File: config.mk
export PLATFORM = sky130hd
export DESIGN_NAME = truth_table_sweeper_flat
export DESIGN_NICKNAME = d
export VERILOG_FILES = /design/src/rtl/truth_table_sweeper_if.sv /design/src/rtl/truth_table_sweeper.sv /design/src/flat_wrapper.sv
export SDC_FILE = /design/constraint.sdc
export NUM_CORES = 1
export LEC_CHECK = 0
export CELL_PAD_IN_SITES_DETAIL_PLACEMENT = 1
export CELL_PAD_IN_SITES_GLOBAL_PLACEMENT = 2
export CORE_MARGIN = 4
export CORE_UTILIZATION = 35
export CTS_CLUSTER_SIZE = 40
export DETAILED_ROUTE_END_ITERATION = 10
export PLACE_DENSITY_LB_ADDON = 0.3
export SLEW_MARGIN = 5
export SYNTH_ARGS = -nofsm -noshare
export SYNTH_HDL_FRONTEND = slang
export SYNTH_SLANG_ARGS = --single-unit
File: constraint.sdc
create_clock -name clk -period 4.2 [get_ports clk]
set_input_delay 0.42 -clock clk [delete_from_list [all_inputs] [get_ports clk]]
set_output_delay 0.42 -clock clk [all_outputs]
set_load 0.1 [all_outputs]
File: src/rtl/truth_table_sweeper_if.sv
// Stimulus/response bundle between the truth-table sweeper and the
// combinational stage it drives, plus the sweep status outputs.
interface truth_table_sweeper_if;
  logic       start;
  logic       F;
  logic       A;
  logic       B;
  logic       C;
  logic       busy;
  logic       done;
  logic       pass;
  logic [3:0] error_count;
  logic [2:0] first_fail;
  logic       fail_valid;

  modport master (
    input  start,
    input  F,
    output A,
    output B,
    output C,
    output busy,
    output done,
    output pass,
    output error_count,
    output first_fail,
    output fail_valid
  );

  modport slave (
    output start,
    output F,
    input  A,
    input  B,
    input  C,
    input  busy,
    input  done,
    input  pass,
    input  error_count,
    input  first_fail,
    input  fail_valid
  );
endinterface

File: src/rtl/truth_table_sweeper.sv
// Walks {A,B,C} through 000..111, holds each vector, then samples F
// against a parameterised truth table and reports the mismatch summary.
module truth_table_sweeper #(
  parameter logic [7:0] EXPECTED      = 8'b1101_1111,
  parameter int         SETTLE_CYCLES = 2
) (
  input logic clk,
  input logic reset,
  truth_table_sweeper_if.master bus
);

  typedef enum logic [1:0] {
    IDLE,
    SETTLE,
    SAMPLE,
    DONE
  } state_t;

  localparam logic [3:0] SETTLE_LAST = 4'(SETTLE_CYCLES - 1);

  state_t     state, state_d;
  logic [2:0] idx, idx_d;
  logic [3:0] cnt, cnt_d;
  logic [3:0] err, err_d;
  logic [2:0] ff, ff_d;
  logic       fv, fv_d;
  logic       done, done_d;
  logic       pass, pass_d;
  logic       busy, busy_d;
  logic       mis;

  always_ff @(posedge clk or posedge reset) begin
    if (reset) begin
      state <= IDLE;
      idx   <= '0;
      cnt   <= '0;
      err   <= '0;
      ff    <= '0;
      fv    <= 1'b0;
      done  <= 1'b0;
      pass  <= 1'b0;
      busy  <= 1'b0;
    end else begin
      state <= state_d;
      idx   <= idx_d;
      cnt   <= cnt_d;
      err   <= err_d;
      ff    <= ff_d;
      fv    <= fv_d;
      done  <= done_d;
      pass  <= pass_d;
      busy  <= busy_d;
    end
  end

  always_comb begin
    state_d = state;
    idx_d   = idx;
    cnt_d   = cnt;
    err_d   = err;
    ff_d    = ff;
    fv_d    = fv;
    done_d  = done;
    pass_d  = pass;
    busy_d  = busy;
    mis     = 1'b0;
    unique case (state)
      IDLE, DONE: begin
        if (bus.start) begin
          idx_d   = '0;
          err_d   = '0;
          fv_d    = 1'b0;
          ff_d    = '0;
          done_d  = 1'b0;
          pass_d  = 1'b0;
          busy_d  = 1'b1;
          cnt_d   = '0;
          state_d = SETTLE;
        end
      end
      SETTLE: begin
        cnt_d = cnt + 4'd1;
        if (cnt == SETTLE_LAST)
          state_d = SAMPLE;
      end
      SAMPLE: begin
        // X/Z on F must count as a mismatch, hence the case inequality
        mis = (bus.F !== EXPECTED[idx]);
        if (mis) begin
          err_d = err + 4'd1;
          if (!fv) begin
            ff_d = idx;
            fv_d = 1'b1;
          end
        end
        if (idx == 3'd7) begin
          state_d = DONE;
          busy_d  = 1'b0;
          done_d  = 1'b1;
          pass_d  = (err_d == 4'd0);
        end else begin
          idx_d   = idx + 3'd1;
          cnt_d   = '0;
          state_d = SETTLE;
        end
      end
      default: state_d = IDLE;
    endcase
  end

  assign {bus.A, bus.B, bus.C} = idx;
  assign bus.busy        = busy;
  assign bus.done        = done;
  assign bus.pass        = pass;
  assign bus.error_count = err;
  assign bus.first_fail  = ff;
  assign bus.fail_valid  = fv;

endmodule

File: src/flat_wrapper.sv
// flat-port wrapper written by rule: the top's interface ports become plain ports
module truth_table_sweeper_flat 
#(
  parameter logic [7:0] EXPECTED      = 8'b1101_1111,
  parameter int         SETTLE_CYCLES = 2
)
  (clk, reset, bus_start, bus_F, bus_A, bus_B, bus_C, bus_busy, bus_done, bus_pass, bus_error_count, bus_first_fail, bus_fail_valid);
  truth_table_sweeper_if bus_i ();
  input logic clk;
  input logic reset;
  input wire logic [$bits(bus_i.start)-1:0] bus_start;
  input wire logic [$bits(bus_i.F)-1:0] bus_F;
  output wire logic [$bits(bus_i.A)-1:0] bus_A;
  output wire logic [$bits(bus_i.B)-1:0] bus_B;
  output wire logic [$bits(bus_i.C)-1:0] bus_C;
  output wire logic [$bits(bus_i.busy)-1:0] bus_busy;
  output wire logic [$bits(bus_i.done)-1:0] bus_done;
  output wire logic [$bits(bus_i.pass)-1:0] bus_pass;
  output wire logic [$bits(bus_i.error_count)-1:0] bus_error_count;
  output wire logic [$bits(bus_i.first_fail)-1:0] bus_first_fail;
  output wire logic [$bits(bus_i.fail_valid)-1:0] bus_fail_valid;
  assign bus_i.start = bus_start;
  assign bus_i.F = bus_F;
  assign bus_A = bus_i.A;
  assign bus_B = bus_i.B;
  assign bus_C = bus_i.C;
  assign bus_busy = bus_i.busy;
  assign bus_done = bus_i.done;
  assign bus_pass = bus_i.pass;
  assign bus_error_count = bus_i.error_count;
  assign bus_first_fail = bus_i.first_fail;
  assign bus_fail_valid = bus_i.fail_valid;
  truth_table_sweeper #(.EXPECTED(EXPECTED), .SETTLE_CYCLES(SETTLE_CYCLES)) u_core (.clk(clk), .reset(reset), .bus(bus_i));
endmodule
## Yosys cells after proc, flatten, opt, wreduce, memory -nomap -nowiden

Memory sizes are Yosys's and may differ from the RTL's.
Index checks and enable logic that the tools add are counted.

| operators by class | value |
|---|---|
| add/sub/neg operators | 3 |
| $mul | 0 |
| divide/modulo/power cells | 0 |
| magnitude comparators | 1 |
| equal/unequal tests | 12 |
| shift operators | 0 |
| multiplexer cells | 27 |
| bitwise gates (word level) | 0 |
| reduce and logical (&&, ||, !) cells | 11 |

Operators with widths:

| operator | number |
|---|---|
| 4-bit two-way mux | 4 |
| 3-bit two-way mux | 4 |
| 3-bit one-hot mux with 2 select lines | 2 |
| 4-bit one-hot mux with 3 select lines | 1 |
| 3-bit AND reduction | 3 |
| 4-bit by 1-bit adder with 4-bit output (second input constant) | 2 |
| 1-bit one-hot mux with 2 select lines | 4 |
| 4-bit one-hot mux with 2 select lines | 1 |
| 1-bit two-way mux | 7 |
| 2-bit two-way mux | 3 |
| 2-bit by 1-bit != test with 1-bit output (second input constant) | 3 |
| 2-bit != test (second input constant) | 3 |
| 2-bit one-hot mux with 3 select lines | 1 |
| 2-bit AND reduction | 3 |
| 2-bit equality test (second input constant) | 2 |
| 4-bit by 1-bit equality test with 1-bit output (second input constant) | 1 |
| 4-bit logical NOT | 1 |
| 3-bit by 4-bit < comparator with 1-bit output (second input constant) | 1 |
| 4-bit AND reduction | 1 |
| 3-bit by 1-bit adder with 3-bit output (second input constant) | 1 |
| 3-bit equality test (second input constant) | 1 |
| 2-bit by 1-bit equality test with 1-bit output (second input constant) | 1 |
| 2-bit logical NOT | 1 |
| 2-bit nonzero test | 1 |
| 2 further kinds | 2 |

| storage, ports and cells | value |
|---|---|
| register bits after elaboration | 20 |
| latch bits | 0 |
| memory bits (writable) | 0 |
| bits in read-only memories | 8 |
| bits of input ports | 4 |
| logic and storage cells | 64 |
| memories kept | 1 |

Memory list:

| name | depth | bits a word | rd ports | clocked after memory_dff | wr ports | RTL line | source |
|---|---|---|---|---|---|---|---|
| (name not given) | 8 | 1 | 1 | 0 | 0 | truth_table_sweeper.sv:88 | `mis = (bus.F !== EXPECTED[idx]);` |

## Logic depth before layout (Yosys ltp)

| depth | value |
|---|---|
| depth after elaboration | 8 |
| depth in mapped cells | 7 |
| depth with buffers taken out | 6 |

## Worst setup path after synthesis

OpenSTA, ideal clock, no wires.

| timing | value |
|---|---|
| path kind | reg-to-reg |
| start point | register u_core.idx[1] |
| end point | register u_core.ff[1] (netlist: u_core.bus.first_fail[1]) |
| setup time | 0.122 ns |
| data arrival time | 2.331 ns |
| required time | 4.078 ns |
| slack | 1.747 ns |
| stages on the path, launching flop included | 7 |
| path buffers | 0 |
| period minus slack after synthesis | 2.453 ns |
| cells stage by stage | dfrtp_1 -> inv_1 -> ha_1 -> and3b_1 -> nor3_2 -> mux2_2 -> a22o_1 |

| on the way | value |
|---|---|
| cells in the longest elaborated chain, start to end | 5 |
| elaborated cells between the ends (all ways) | 8 |
| those cells by class | 2 x eq/ne; 4 x mux; 1 x reduce/logical; 1 x memory |

Ends and longest elaborated chain:

| element | RTL line | source |
|---|---|---|
| from (decl) | truth_table_sweeper.sv:22 | `logic [2:0] idx, idx_d;` |
| from (signal assigned) | truth_table_sweeper.sv:45 | `idx <= idx_d;` |
| memory 8 x 1 bit | -- |  |
| 1-bit two-way mux (not written as such) | truth_table_sweeper.sv:88 |  |
| 1-bit !== test | truth_table_sweeper.sv:88 |  |
| 2-bit by 1-bit != test with 1-bit output (no source line) | -- |  |
| 4-bit AND reduction (no source line) | -- |  |
| to (signal assigned) | truth_table_sweeper.sv:38 | `ff <= '0;` |
| to (signal assigned) | truth_table_sweeper.sv:48 | `ff <= ff_d;` |
| to (decl) | truth_table_sweeper.sv:25 | `logic [2:0] ff, ff_d;` |

Parallel ways exist; a longest one is shown, timed or not. The select of a mux whose other input is x is not followed.
A chain may end at the register's enable or synchronous reset.

## Final worst setup path

| timing | value |
|---|---|
| start point | register u_core.idx[2] |
| end point | output bus_A |

RTL lines:

| element | RTL line | source |
|---|---|---|
| to (decl) | flat_wrapper.sv:13 | `output wire logic [$bits(bus_i.A)-1:0] bus_A;` |

No word-level cell between the ends.

==> results by group <==
Drt
  – Drt wl/cell: 15.8 um
  – Post-route antenna net violation count: 0
  – Routed vias/inst: 5.48
  – Number of detailed-route iterations in the first pass: 4
  – Final WL: 3250 um
  – Post-detailed-route DRC marker count: 0
  – Number of vias in the routed layout: 1,129
  – Initial DRC Count: 31

STA
  – Number of endpoints with negative hold slack in the final report: 0
  – Final worst path period need: 2470 ps
  – Final slew viol count: 0
  – Total Neg Setup Slack: 0 ps
  – Setup clock skew after layout: 5.76 ps
  – Final period utilization: 58.7%
  – RSZ-0062 raised after global routing: no
  – Max-slew headroom: 34.6%
  – Number of setup violations in the final report: 0
  – Highest clock frequency the design can meet: 0.405 GHz
  – Worst slew pin tran: 977 ps

Synthesis
  – Adder-cell share of the synthesized area: 8.96%
  – Main combinational cell family by area after synthesis: compound AO/OA/AOI/OAI gates
  – Yosys synthesis warning count: 0
  – Number of flip-flops and latches in the synthesized netlist: 20
  – Number of instances in the synthesized netlist: 144
  – Area fraction in compound gates after synthesis: 23.1%
  – Number of enable flip-flop cells after synthesis: 0
  – Average cell area after synthesis: 8.73 sq um
  – Number of nets in the synthesized netlist: 157
  – Share of the synthesized area in the top cell type: 39.8%
  – Distinct cell type count of the synthesized netlist: 34
  – XOR/XNOR Fraction of Synth Area: 0.697%
  – Post-synth design cell area: 0.00126 sq mm
  – Share of the yosys chip area belonging to registers: 39.8%
  – Simple logic cell fraction of the synthesized area: 20.0%
  – FFs w/ async S/R, synth: 100%
  – Area contributors post-synth: sky130_fd_sc_hd__dfrtp_1 (40%), sky130_fd_sc_hd__ha_1 (9.0%), sky130_fd_sc_hd__o21ai_0 (6.4%)
  – Post-synthesis mux area share: 2.49%
  – Area leader, netlist: sky130_fd_sc_hd__dfrtp_1
  – Most common flop cell mapped by yosys: sky130_fd_sc_hd__dfrtp_1

Worst setup path
  – Kind of capture point of the worst setup path: primary output
  – Max stage delay cell, worst path: sky130_fd_sc_hd__clkdlybuf4s50_1
  – WP data required: 3780 ps
  – Data arrival time of the critical path: 2050 ps
  – Reg2Reg Setup Slack: 1990 ps
  – List of cells traversed by the critical path: clkdlybuf4s50_1
  – Type of the worst setup path: reg -> out
  – Setup crit start kind: register
  – Maximum cell stage delay along the critical path: 1210 ps
  – Number of buffer and inverter instances along the worst setup path: 1
  – Delay-heaviest family, CP: buffers and inverters
  – Crit Path Max Fanout: 9

Final layout
  – Proportion of layout cells with a drive suffix above 1: 6.88%
  – Area added between synthesis and finish: 19.6%
  – Layout fillers: 404
  – Net total in the final layout: 174
  – Footprint of the flip-flops and latches: 500 sq um
  – Commonest cells after routing, fill and taps aside: sky130_fd_sc_hd__dfrtp_1 (20), sky130_fd_sc_hd__nand2_1 (19), sky130_fd_sc_hd__clkdlybuf4s50_1 (17), sky130_fd_sc_hd__o21ai_0 (16)
  – End-of-flow core utilization: 44.0%
  – Antenna Cells: 0
  – Most common cell after layout, fill and taps aside: sky130_fd_sc_hd__dfrtp_1
  – Combined area of the multi-input logic cells: 694 sq um

Place
  – Hpwl dp: 2390 um
  – Weighted congestion at the end of routability-driven global placement: 0.787
  – Total of buffers placed on input and output ports: 17

Flow run
  – Number of violations of the max-capacitance limit: 0

Clocking
  – Number of hold-repair buffers added at the cts stage: 0
  – Clock network latency to the later pin of the worst-skew pair: 300 ps
  – H-Tree Level Count: 1
  – Cts repair resizes: 0
  – Buffer depth of the longest clock path: 2
  – TritonCTS buffer count: 3
  – CTS Root Cell: sky130_fd_sc_hd__clkbuf_4
  – TritonCTS clock tree: done
  – Worst-path clk slew: 120 ps
  – Clock tree sinks: 20
  – Postcts setup bufs: 0

Floorplan
  – Std cell rows: 21
  – Die area: 0.00462 sq mm
  – Die span in x: 67.9 um
  – Die Height: 67.9 um
  – Initial core utilization: 36.8%
  – CORE AREA: 0.00342 sq mm
  – Boundary Pins: 18

Status
  – Run status: finished, final reports clean

Global route
  – GRT overflow: 0
  – Maximum number of pins on one net before global-route repair: 24
  – Number of antenna violations at the first check in global routing: 0
  – Global-route wire length before repair: 5660 um
  – Via count of the first global-routing pass: 1,219
  – Total GRT Usage: 16.1%

Pwr
  – Leakage: 0.665 nW
  – Pwr dens: 572 mW/mm^2
  – IR Drop Worst-Case VDD: 0.339 mV
  – Overall power of the completed layout: 0.860 mW

Worst hold path
  – Kind of path behind the tightest hold check: reg -> reg
## logic make-up (layout without fill, tap and decap cells)
group,after synthesis,after routing
AND/OR/NAND/NOR,51,51
adder cells (fa/ha/maj),9,9
multiplexers,3,3
XOR/XNOR,1,1
buffers and inverters,16,32
flip-flops,20,20
AO/OA/AOI/OAI,44,44
## per-layer routing
layer	track usage (%)	wire length, um	up-vias
met5	0	0	-
met2	26.1	1500	14
met3	2.13	87	4
li1	-	-	547
met4	3.97	25	0
met1	22.5	1640	564
## Yosys cell counts (3+ instances only)
master / n
sky130_fd_sc_hd__nor2_1: 10
sky130_fd_sc_hd__a221o_1: 3
sky130_fd_sc_hd__nor2b_1: 3
sky130_fd_sc_hd__a21oi_1: 7
sky130_fd_sc_hd__nand3_1: 7
sky130_fd_sc_hd__dfrtp_1: 20
sky130_fd_sc_hd__o21ai_0: 16
sky130_fd_sc_hd__clkbuf_1: 4
sky130_fd_sc_hd__nand2_1: 19
sky130_fd_sc_hd__o31ai_1: 4
sky130_fd_sc_hd__inv_1: 10
sky130_fd_sc_hd__a22o_1: 5
sky130_fd_sc_hd__ha_1: 9
## per-stage QoR
stage	hold WS, ps	instance area, sq um	worst slack [ps]	instances
after floorplan	384	1260	1750	144
after global placement	460	1470	1930	202
after detailed placement	474	1470	1860	202
after CTS	491	1500	1740	206
after global routing	520	1500	1690	206
final	492	1500	1730	206
## layout make-up
type,count,share of cell area [%]
well taps,46,3.83
repair buffers,18,11.8
inverters,10,2.50
clock buffers,4,2.41
multi-input cells,108,46.2
flip-flops and latches,20,33.3
## registers in the layout, indices dropped and copies added (netlist names)
| register | flops |
|---|---|
| u_core.bus.busy | 1 |
| u_core.bus.done | 1 |
| u_core.bus.error_count | 4 |
| u_core.bus.fail_valid | 1 |
| u_core.bus.first_fail | 3 |
| u_core.bus.pass | 1 |
| u_core.cnt | 4 |
| u_core.idx | 3 |
| u_core.state | 2 |
## power by group
| part | leakage (nW) | switching (mW) | total [mW] | internal, mW |
|---|---|---|---|---|
| sequential | 0.267 | 0.0501 | 0.279 | 0.229 |
| clock | 0.0210 | 0.0620 | 0.115 | 0.0528 |
| combinational | 0.378 | 0.327 | 0.466 | 0.138 |
## final timing paths
kind	start	endpoint	cells after the start
max in group asynchronous	reset	u_core.cnt[0]	2
min in group asynchronous	reset	u_core.bus.error_count[3]	2
setup reg to reg	u_core.state[0]	u_core.bus.pass	6
hold reg to reg	u_core.cnt[3]	u_core.cnt[3]	1
hold / removal	u_core.cnt[3]	u_core.cnt[3]	1
setup / recovery	u_core.idx[2]	bus_A	1
No activity file was read; power rests on OpenSTA's default activity.
